File: src/rtl/intr_pulse_capture.sv
// intr_pulse_capture
// Receiving end of the interrupt pulse path. Rising edges on pulse_in set sticky
// pending bits, raise per-source overflow flags when a source fires again before
// software cleared it, and bump saturating per-source event counters. A masked OR
// of the pending bits drives a registered level interrupt. Software reaches the
// state through a four-phase req/ack register port.

module intr_pulse_capture #(
  parameter int N_SRC = 4,   // number of pulse sources (1..16)
  parameter int CNT_W = 16   // width of each saturating event counter (1..32)
) (
  input  logic             axi_aclk,
  input  logic             axi_aresetn,
  input  logic [N_SRC-1:0] pulse_in,
  input  logic             reg_req,
  input  logic             reg_wr,
  input  logic [4:0]       reg_addr,
  input  logic [31:0]      reg_wdata,
  output logic             reg_ack,
  output logic [31:0]      reg_rdata,
  output logic             irq
);

  // Word addresses of the register map.
  localparam logic [4:0] ADDR_PENDING  = 5'h00;
  localparam logic [4:0] ADDR_MASK     = 5'h01;
  localparam logic [4:0] ADDR_OVERFLOW = 5'h02;

  // Count registers live at 0x10 + source index.
  localparam logic [4:0]       N_SRC_L  = 5'(N_SRC);
  localparam logic [CNT_W-1:0] CNT_MAX  = '1;
  localparam logic [CNT_W-1:0] CNT_ONE  = CNT_W'(1);

  typedef enum logic [1:0] {
    ST_IDLE,    // waiting for reg_req
    ST_ACCESS,  // write performed / read data captured at the end of this cycle
    ST_ACK,     // reg_ack high for exactly this cycle
    ST_WAIT     // waiting for the master to drop reg_req
  } state_t;

  state_t state_q;
  state_t state_d;

  // Edge-detect history and the one-cycle event strobes derived from it.
  logic [N_SRC-1:0] pulse_q;
  logic [N_SRC-1:0] pulse_evt;

  // Software-visible state.
  logic [N_SRC-1:0] pending;
  logic [N_SRC-1:0] mask;
  logic [N_SRC-1:0] overflow;
  logic [CNT_W-1:0] cnt [N_SRC];

  // Access decode.
  logic             wr_en;
  logic             rd_en;
  logic [3:0]       cnt_idx;
  logic             cnt_hit;
  logic [N_SRC-1:0] w1c_pend;
  logic [N_SRC-1:0] w1c_ovf;
  logic [N_SRC-1:0] cnt_clr;
  logic             mask_we;
  logic [31:0]      rd_mux;

  // Write data above the source field carries no meaning for any register.
  logic unused_wdata;
  assign unused_wdata = ^reg_wdata[31:N_SRC];

  // A source fires once per rising edge, however long its pulse is held.
  assign pulse_evt = pulse_in & ~pulse_q;

  // Handshake state register; reset aborts any access in flight without an ack.
  always_ff @(posedge axi_aclk or negedge axi_aresetn) begin
    if (!axi_aresetn) begin
      state_q <= ST_IDLE;
    end else begin
      // NOTE: every clocked assignment is non-blocking so all flops update from
      // pre-edge values, independent of statement order.
      state_q <= state_d;
    end
  end

  // Handshake next-state: one ack per request, then wait for req to fall.
  always_comb begin
    // NOTE: assigning the default first means every path drives state_d, so no
    // latch can be inferred when a case arm leaves it untouched.
    state_d = state_q;
    unique case (state_q)
      ST_IDLE:   if (reg_req) state_d = ST_ACCESS;
      ST_ACCESS: state_d = ST_ACK;
      ST_ACK:    state_d = ST_WAIT;
      ST_WAIT:   if (!reg_req) state_d = ST_IDLE;
      default:   state_d = ST_IDLE;
    endcase
  end

  // Address decode and per-register write strobes for the ACCESS cycle.
  always_comb begin
    wr_en    = (state_q == ST_ACCESS) &&  reg_wr;
    rd_en    = (state_q == ST_ACCESS) && !reg_wr;
    cnt_idx  = reg_addr[3:0];
    cnt_hit  = reg_addr[4] && ({1'b0, cnt_idx} < N_SRC_L);
    mask_we  = wr_en && (reg_addr == ADDR_MASK);
    w1c_pend = (wr_en && (reg_addr == ADDR_PENDING))  ? reg_wdata[N_SRC-1:0] : '0;
    w1c_ovf  = (wr_en && (reg_addr == ADDR_OVERFLOW)) ? reg_wdata[N_SRC-1:0] : '0;
    cnt_clr  = '0;
    for (int i = 0; i < N_SRC; i++) begin
      if (wr_en && cnt_hit && (cnt_idx == 4'(i))) cnt_clr[i] = 1'b1;
    end
  end

  // Read mux over the current (pre-event) register values; holes read zero.
  always_comb begin
    rd_mux = '0;
    if (reg_addr == ADDR_PENDING) begin
      rd_mux = 32'(pending);
    end else if (reg_addr == ADDR_MASK) begin
      rd_mux = 32'(mask);
    end else if (reg_addr == ADDR_OVERFLOW) begin
      rd_mux = 32'(overflow);
    end else if (cnt_hit) begin
      for (int i = 0; i < N_SRC; i++) begin
        if (cnt_idx == 4'(i)) rd_mux = 32'(cnt[i]);
      end
    end
  end

  // Sticky pending/overflow bits, mask register and edge-detect history.
  // A new event in the same cycle as a W1C of its bit wins, so nothing is lost.
  always_ff @(posedge axi_aclk or negedge axi_aresetn) begin
    if (!axi_aresetn) begin
      pulse_q  <= '0;
      pending  <= '0;
      overflow <= '0;
      mask     <= '0;
    end else begin
      pulse_q  <= pulse_in;
      pending  <= (pending  & ~w1c_pend) | pulse_evt;
      overflow <= (overflow & ~w1c_ovf)  | (pulse_evt & pending);
      if (mask_we) mask <= reg_wdata[N_SRC-1:0];
    end
  end

  // Per-source saturating event counters; a clear coincident with an event
  // leaves the counter at one so that event is still accounted for.
  always_ff @(posedge axi_aclk or negedge axi_aresetn) begin
    if (!axi_aresetn) begin
      // NOTE: the counter array is software-visible right after reset, so every
      // element gets an explicit reset value rather than being left as storage.
      for (int i = 0; i < N_SRC; i++) cnt[i] <= '0;
    end else begin
      for (int i = 0; i < N_SRC; i++) begin
        if (cnt_clr[i]) begin
          cnt[i] <= pulse_evt[i] ? CNT_ONE : '0;
        end else if (pulse_evt[i] && (cnt[i] != CNT_MAX)) begin
          cnt[i] <= cnt[i] + CNT_ONE;
        end
      end
    end
  end

  // Registered outputs: ack in the cycle after ACCESS, read data captured with
  // it, and the level interrupt one cycle behind pending/mask.
  always_ff @(posedge axi_aclk or negedge axi_aresetn) begin
    if (!axi_aresetn) begin
      reg_ack   <= 1'b0;
      reg_rdata <= '0;
      irq       <= 1'b0;
    end else begin
      reg_ack <= (state_q == ST_ACCESS);
      if (rd_en) reg_rdata <= rd_mux;
      irq     <= |(pending & mask);
    end
  end

endmodule
File: config.mk
export PLATFORM = sky130hd
export DESIGN_NAME = intr_pulse_capture
export DESIGN_NICKNAME = d
export VERILOG_FILES = /design/src/rtl/intr_pulse_capture.sv
export SDC_FILE = /design/constraint.sdc
export NUM_CORES = 1
export LEC_CHECK = 0
export CAP_MARGIN = 40
export CELL_PAD_IN_SITES_DETAIL_PLACEMENT = 1
export CELL_PAD_IN_SITES_GLOBAL_PLACEMENT = 1
export CORE_UTILIZATION = 38
export CTS_CLUSTER_DIAMETER = 80
export DETAILED_ROUTE_END_ITERATION = 7
export HOLD_SLACK_MARGIN = 0.1
export PLACE_DENSITY_LB_ADDON = 0.1
export SLEW_MARGIN = 20
export SYNTH_ARGS = -nofsm -noshare
export SYNTH_HDL_FRONTEND = slang
export SYNTH_SLANG_ARGS = --single-unit
File: constraint.sdc
create_clock -name axi_aclk -period 1.9 [get_ports axi_aclk]
set_clock_uncertainty 0.2 [all_clocks]
set_input_delay 0.285 -clock axi_aclk [delete_from_list [all_inputs] [get_ports axi_aclk]]
set_output_delay 0.285 -clock axi_aclk [all_outputs]
set_load 0.05 [all_outputs]
* Word-level counts from Yosys, hierarchy flattened
Index checks and enable logic that the tools add are counted.
Storage, ports and cells: register bits 116, input bits 45, output and inout bits 34, word-level logic and storage cells 95
Operators by class: add/sub/neg operators 4, order comparisons 1, equal/unequal tests 14, muxes and demuxes 29, bitwise logic cells 10, reduce and logical (&&, ||, !) cells 25
Operators by type and width (count):
- $mux 32 | 7
- $mux 16 | 9
- $add 16x1->16 const B | 4
- $ne 16x16->1 const B | 4
- $and 4x4->4 | 5
- $logic_and 1x1->1 | 15
- $not 4->4 | 3
- $eq 4x2->1 const B | 2
- $mux 1 | 8
- $mux 4 | 2
- $or 4x4->4 | 2
- $pmux 2 s4 | 1
- $reduce_bool 2->1 | 4
- $eq 5x1->1 const B | 1
- $eq 5x2->1 const B | 1
- $logic_not 5->1 | 1
- $eq 2x2->1 const B | 2
- $eq 4x1->1 const B | 1
- $logic_not 4->1 | 1
- $lt 4x3->1 const B | 1
- $mux 2 | 2
- $ne 2x2->1 const B | 2
- $reduce_or 4->1 | 1
- $eq 2x1->1 const B | 1
- other kinds (3) | 3

* Longest topological paths before layout
depth in word-level cells 9, depth in mapped cells 8, gate-level depth less buffers 6

* Worst setup path before layout
OpenSTA, ideal clock, no wires.
path type register to register, start reg pulse_q[2], end reg cnt[27] in the netlist's numbering, library setup time 0.078 ns, arrival time 1.732 ns, required time 1.622 ns, slack -0.110 ns, stages on the path, launching flop included 7, buffers on the path 2, clock period less this slack 2.010 ns, cells stage by stage dfrtp_1 > nand2b_1 > clkbuf_1 > or3_1 > clkbuf_1 > or4_1 > a21oi_1
Between the ends: cells in the longest elaborated chain, start to end 4
RTL lines:
- from (decl) | RTL line 45 | logic [N_SRC-1:0] pulse_q;
- from (signal assigned) | RTL line 137 | pulse_q <= pulse_in;
- $not 4->4 | RTL line 70 | assign pulse_evt = pulse_in & ~pulse_q;
- $and 4x4->4 | RTL line 70
- $logic_and 1x1->1 | RTL line 155 | end else if (pulse_evt[i] && (cnt[i] != CNT_MAX)) begin
- $reduce_bool 2->1 (no line)
- to (signal, indexed assignment) | RTL line 154 | cnt[i] <= pulse_evt[i] ? CNT_ONE : '0;
- to (signal, indexed assignment) | RTL line 156 | cnt[i] <= cnt[i] + CNT_ONE;
- to (decl) | RTL line 52 | logic [CNT_W-1:0] cnt [N_SRC];
Every way passes these cells. A chain may end at the register's enable or synchronous reset.

* Final worst setup path
start reg cnt[59] in the netlist's numbering, end reg cnt[62] in the netlist's numbering
Between the ends: cells in the longest elaborated chain, start to end 3, elaborated cells between the ends (all ways) 6, classes of those cells 1 x add/sub; 1 x eq/ne; 2 x mux; 2 x reduce/logical
RTL lines (RTL line):
- $add 16x1->16 or $ne 16x16->1 (tied branches) | 156, 155
- $mux 16 or $logic_and 1x1->1 (tied branches) | 155
- $mux 16 or $reduce_bool 2->1 (tied branches)
Parallel ways exist; a longest one is shown, timed or not. The select of a mux whose other input is x is not followed.

==> flow_summary.ini <==
[status]
status = finished with violations
failed_checks = negative setup slack

[synth]
synth_area_leaders = dfrtp_1 42%, o31ai_1 5.5%, nand2_1 5.1%
synth_top_cell_by_area = dfrtp_1
synth-edff-count = 0
synth_seq_cells = 100
ys.warnings.count = 0
syn-cell-area_um2 = 5891
post_synth_num_cell_types = 58
seq_area_frac_synth = 0.4248
synth_area_per_cell_um2 = 9.063
synth_cells = 650
synthArstFlopShare = 1.000
synth_top_area_frac = 0.4248
synth_ff_type = dfrtp_1

[clock_tree]
clockBufferDepth = 2
htreeDepth = 3
path_clk_slew_ns = 0.07
cts_tree = yes
cts_made_buffers = 9
cts-root-buf = clkbuf_16
clkLatencyLatePin_ns = 0.36
clock-sinks = 100

[timing]
relSlewSlack = 0.6052
grt_setup_unrepaired = true
timing.final.max_slew_violations = 0
post-route-period-util = 1.061
setup_ws_ns = -0.1164
hold_violations = 0
period_minus_slack_ns = 2.016
fmax_mhz = 495.9
setup_viol = 4
tightest_slew_ns = 0.5922

[detailed_routing]
drtIter0Drc = 299
wl_per_cell_um = 20.64
vias = 5979
routed_wirelength_mm = 20.95
ant_nets = 0
drt_pass1_iterations = 5
drc_errors = 0
avgViaCountPerCell = 5.891

[power]
p_leak_nw = 3.460
total_power_w = 0.007884
peakVddDrop_v = 0.0006354
power_density_nw_per_um2 = 946.8

[place]
io_buffers = 34
place.gp.congestion = 0.8455
hpwl_mm = 14.88
placedInstanceArea_um2 = 7360

[cells_and_area]
nets = 876
regArea_um2 = 2510
fillers = 1733
multiInputGateArea_um2 = 3572
drive_gt1_frac = 0.3615
n_antenna_cell = 0
final_cell_area_um2 = 8327
syn_to_final_growth_pct = 41.36

[floorplanning]
io_pins = 79
dieArea_um2 = 16000
rows = 45
core-area_um2 = 15150
die_w_um = 126.5
initial_utilization = 0.3889
die_h_um = 126.5

[critical_path]
critPathKind = flip-flop to flip-flop
crit_slowest_cell = o41ai_2
cp-end-kind = flip-flop
cp_cell_sequence = and4_2, and3_2, buf_12, o41ai_2, a21oi_4
cpLargestDelayFamily = compound AO/OA/AOI/OAI gates
cp.required_ns = 1.93
start_kind = flip-flop
cp.arrival_ns = 2.04
path_buf_inv = 1
cpPeakStageDelay_ns = 0.49
r2r_slack_ns = -0.12
cp_max_fo = 6

[global_routing]
antenna_found_initial = 0
grt_pass1_wl_mm = 32.75
grt_pass1_vias = 6290
track_usage = 0.2632
grt_overflow = 0
grt_max_degree = 101

[hold_path]
hold_class = flip-flop to flip-flop

[job]
drv_cap = 0
-- logic make-up (layout without fill, tap and decap cells) --
| group | Yosys count | after routing | synth area share |
|---|---|---|---|
| buffers and inverters | 62 | 223 | 0.05013 |
| and+or+nand+nor | 266 | 267 | 0.2530 |
| other | 1 | 16 | 0.0006366 |
| muxes | 22 | 22 | 0.04227 |
| AOI/OAI and AO/OA | 190 | 190 | 0.2101 |
| DFF | 100 | 100 | 0.4248 |
| adders and majority gates | 9 | 9 | 0.01912 |
-- final cells by class --
class                   instances  area share
clock inverters                 3    0.008264
inverters                      11    0.004959
multi-input cells             504      0.4290
well taps                     188     0.02825
flip-flops and latches        100      0.3014
clock buffers                  13     0.03125
repair buffers                196      0.1968
-- metal layers --
layer / global-route usage / share of wire / vias to the layer above
met5: 0 / 0 / -
met2: 0.4781 / 0.52 / 100
met1: 0.3179 / 0.43 / 3059
met4: 0.07796 / 0.018 / 0
met3: 0.04513 / 0.029 / 32
li1: - / - / 2788
-- Yosys cell counts, types with 3 or more instances --
cell,number
nor4b_1,3
nor2_1,16
or4_1,24
a211oi_1,4
and2_1,4
o31ai_1,43
a31oi_1,5
o21ai_1,5
nand4_1,14
and3_1,13
nor3b_1,3
nand4b_1,3
o21ai_0,28
nand3_1,29
o41ai_1,4
a2111o_1,3
a22o_1,4
or3_1,9
mux2i_1,8
a21o_1,4
nand2b_1,11
and4_1,7
a21oi_1,45
buf_4,16
ha_1,9
inv_1,11
o22ai_1,19
o21a_1,7
clkbuf_1,31
o211ai_1,6
mux2_2,13
dfrtp_1,100
nor2b_1,9
a2bb2oi_1,4
and4b_1,4
nor4_1,6
nor3_1,19
nand2_1,80
-- path summary, 6_finish.rpt --
check / to / startpoint / cells after the start
setup / recovery: cnt[62]$_DFFE_PN0P_ / cnt[59]$_DFFE_PN0P_ / 5
hold / removal: reg_rdata[5]$_DFFE_PN0P_ / reg_rdata[5]$_DFFE_PN0P_ / 2
setup reg to reg: cnt[62]$_DFFE_PN0P_ / cnt[59]$_DFFE_PN0P_ / 5
hold reg to reg: reg_rdata[5]$_DFFE_PN0P_ / reg_rdata[5]$_DFFE_PN0P_ / 2
max in group asynchronous: cnt[3]$_DFFE_PN0P_ / axi_aresetn / 3
min in group asynchronous: cnt[45]$_DFFE_PN0P_ / axi_aresetn / 3
-- worst min-delay path: cells and delay by family (launching register included) --
family             cells  cell delay (ns)
DFF                    1             0.35
AOI/OAI and AO/OA      1             0.06
and+or+nand+nor        1             0.05
-- timing repair --
action                                  4_1_cts  5_1_grt
endpoints found under the setup margin       52       56
resized for setup                            19       90
buffers inserted                              2       20
hold buffers                                  2        0
cloned                                        0        1
endpoints found under the hold margin       101        0
pin swaps                                     5       38
-- power breakdown --
part | switching (W) | internal (W)
combinational | 0.00162 | 0.00124
clock | 0.000846 | 0.00123
sequential | 0.000406 | 0.00254
-- registers in the layout, indices dropped and copies added (netlist names), 2 cells and up --
name,cells
cnt,64
reg_rdata,16
mask,4
overflow,4
pending,4
pulse_q,4
state_q,2
-- placed cells by master (no fill, tap or decap), types with 6 or more instances in the layout --
| cell | netlist | routed |
|---|---|---|
| nand2b_1 | 11 | 10 |
| a21oi_1 | 45 | 28 |
| o21ai_0 | 28 | 28 |
| clkdlybuf4s50_1 | 0 | 12 |
| buf_12 | 0 | 7 |
| o22ai_1 | 19 | 19 |
| or3_1 | 9 | 7 |
| conb_1 | 1 | 16 |
| or4_4 | 0 | 12 |
| nand3_2 | 0 | 8 |
| o21a_1 | 7 | 7 |
| buf_4 | 16 | 163 |
| and3_1 | 13 | 10 |
| buf_6 | 0 | 9 |
| nand2_1 | 80 | 77 |
| o31ai_1 | 43 | 39 |
| mux2_2 | 13 | 13 |
| or4_1 | 24 | 12 |
| dfrtp_1 | 100 | 94 |
| nand3_1 | 29 | 20 |
| o211ai_1 | 6 | 6 |
| nor2_1 | 16 | 16 |
| nor3_1 | 19 | 17 |
| dfrtp_2 | 0 | 6 |
| a21oi_2 | 0 | 16 |
| inv_1 | 11 | 11 |
| mux2i_1 | 8 | 8 |
| clkbuf_16 | 0 | 9 |
| nand4_1 | 14 | 14 |
-- stage by stage --
stage	util	hold WS [ns]	TNS [ns]	worst slack (ns)	std cells
after floorplan	-	-0.2106	-0.1077	-0.02758	665
after global placement	0.4859	0.2033	-21.31	-0.4295	974
after detailed placement	0.4859	0.2086	-23.32	-0.4534	974
after CTS	0.5143	0.3053	-0.1971	-0.09797	994
after global routing	0.5498	0.3409	-0.7476	-0.1823	1015
final	0.5498	0.3019	-0.2046	-0.1164	1015
(Power assumes the default switching activity.)
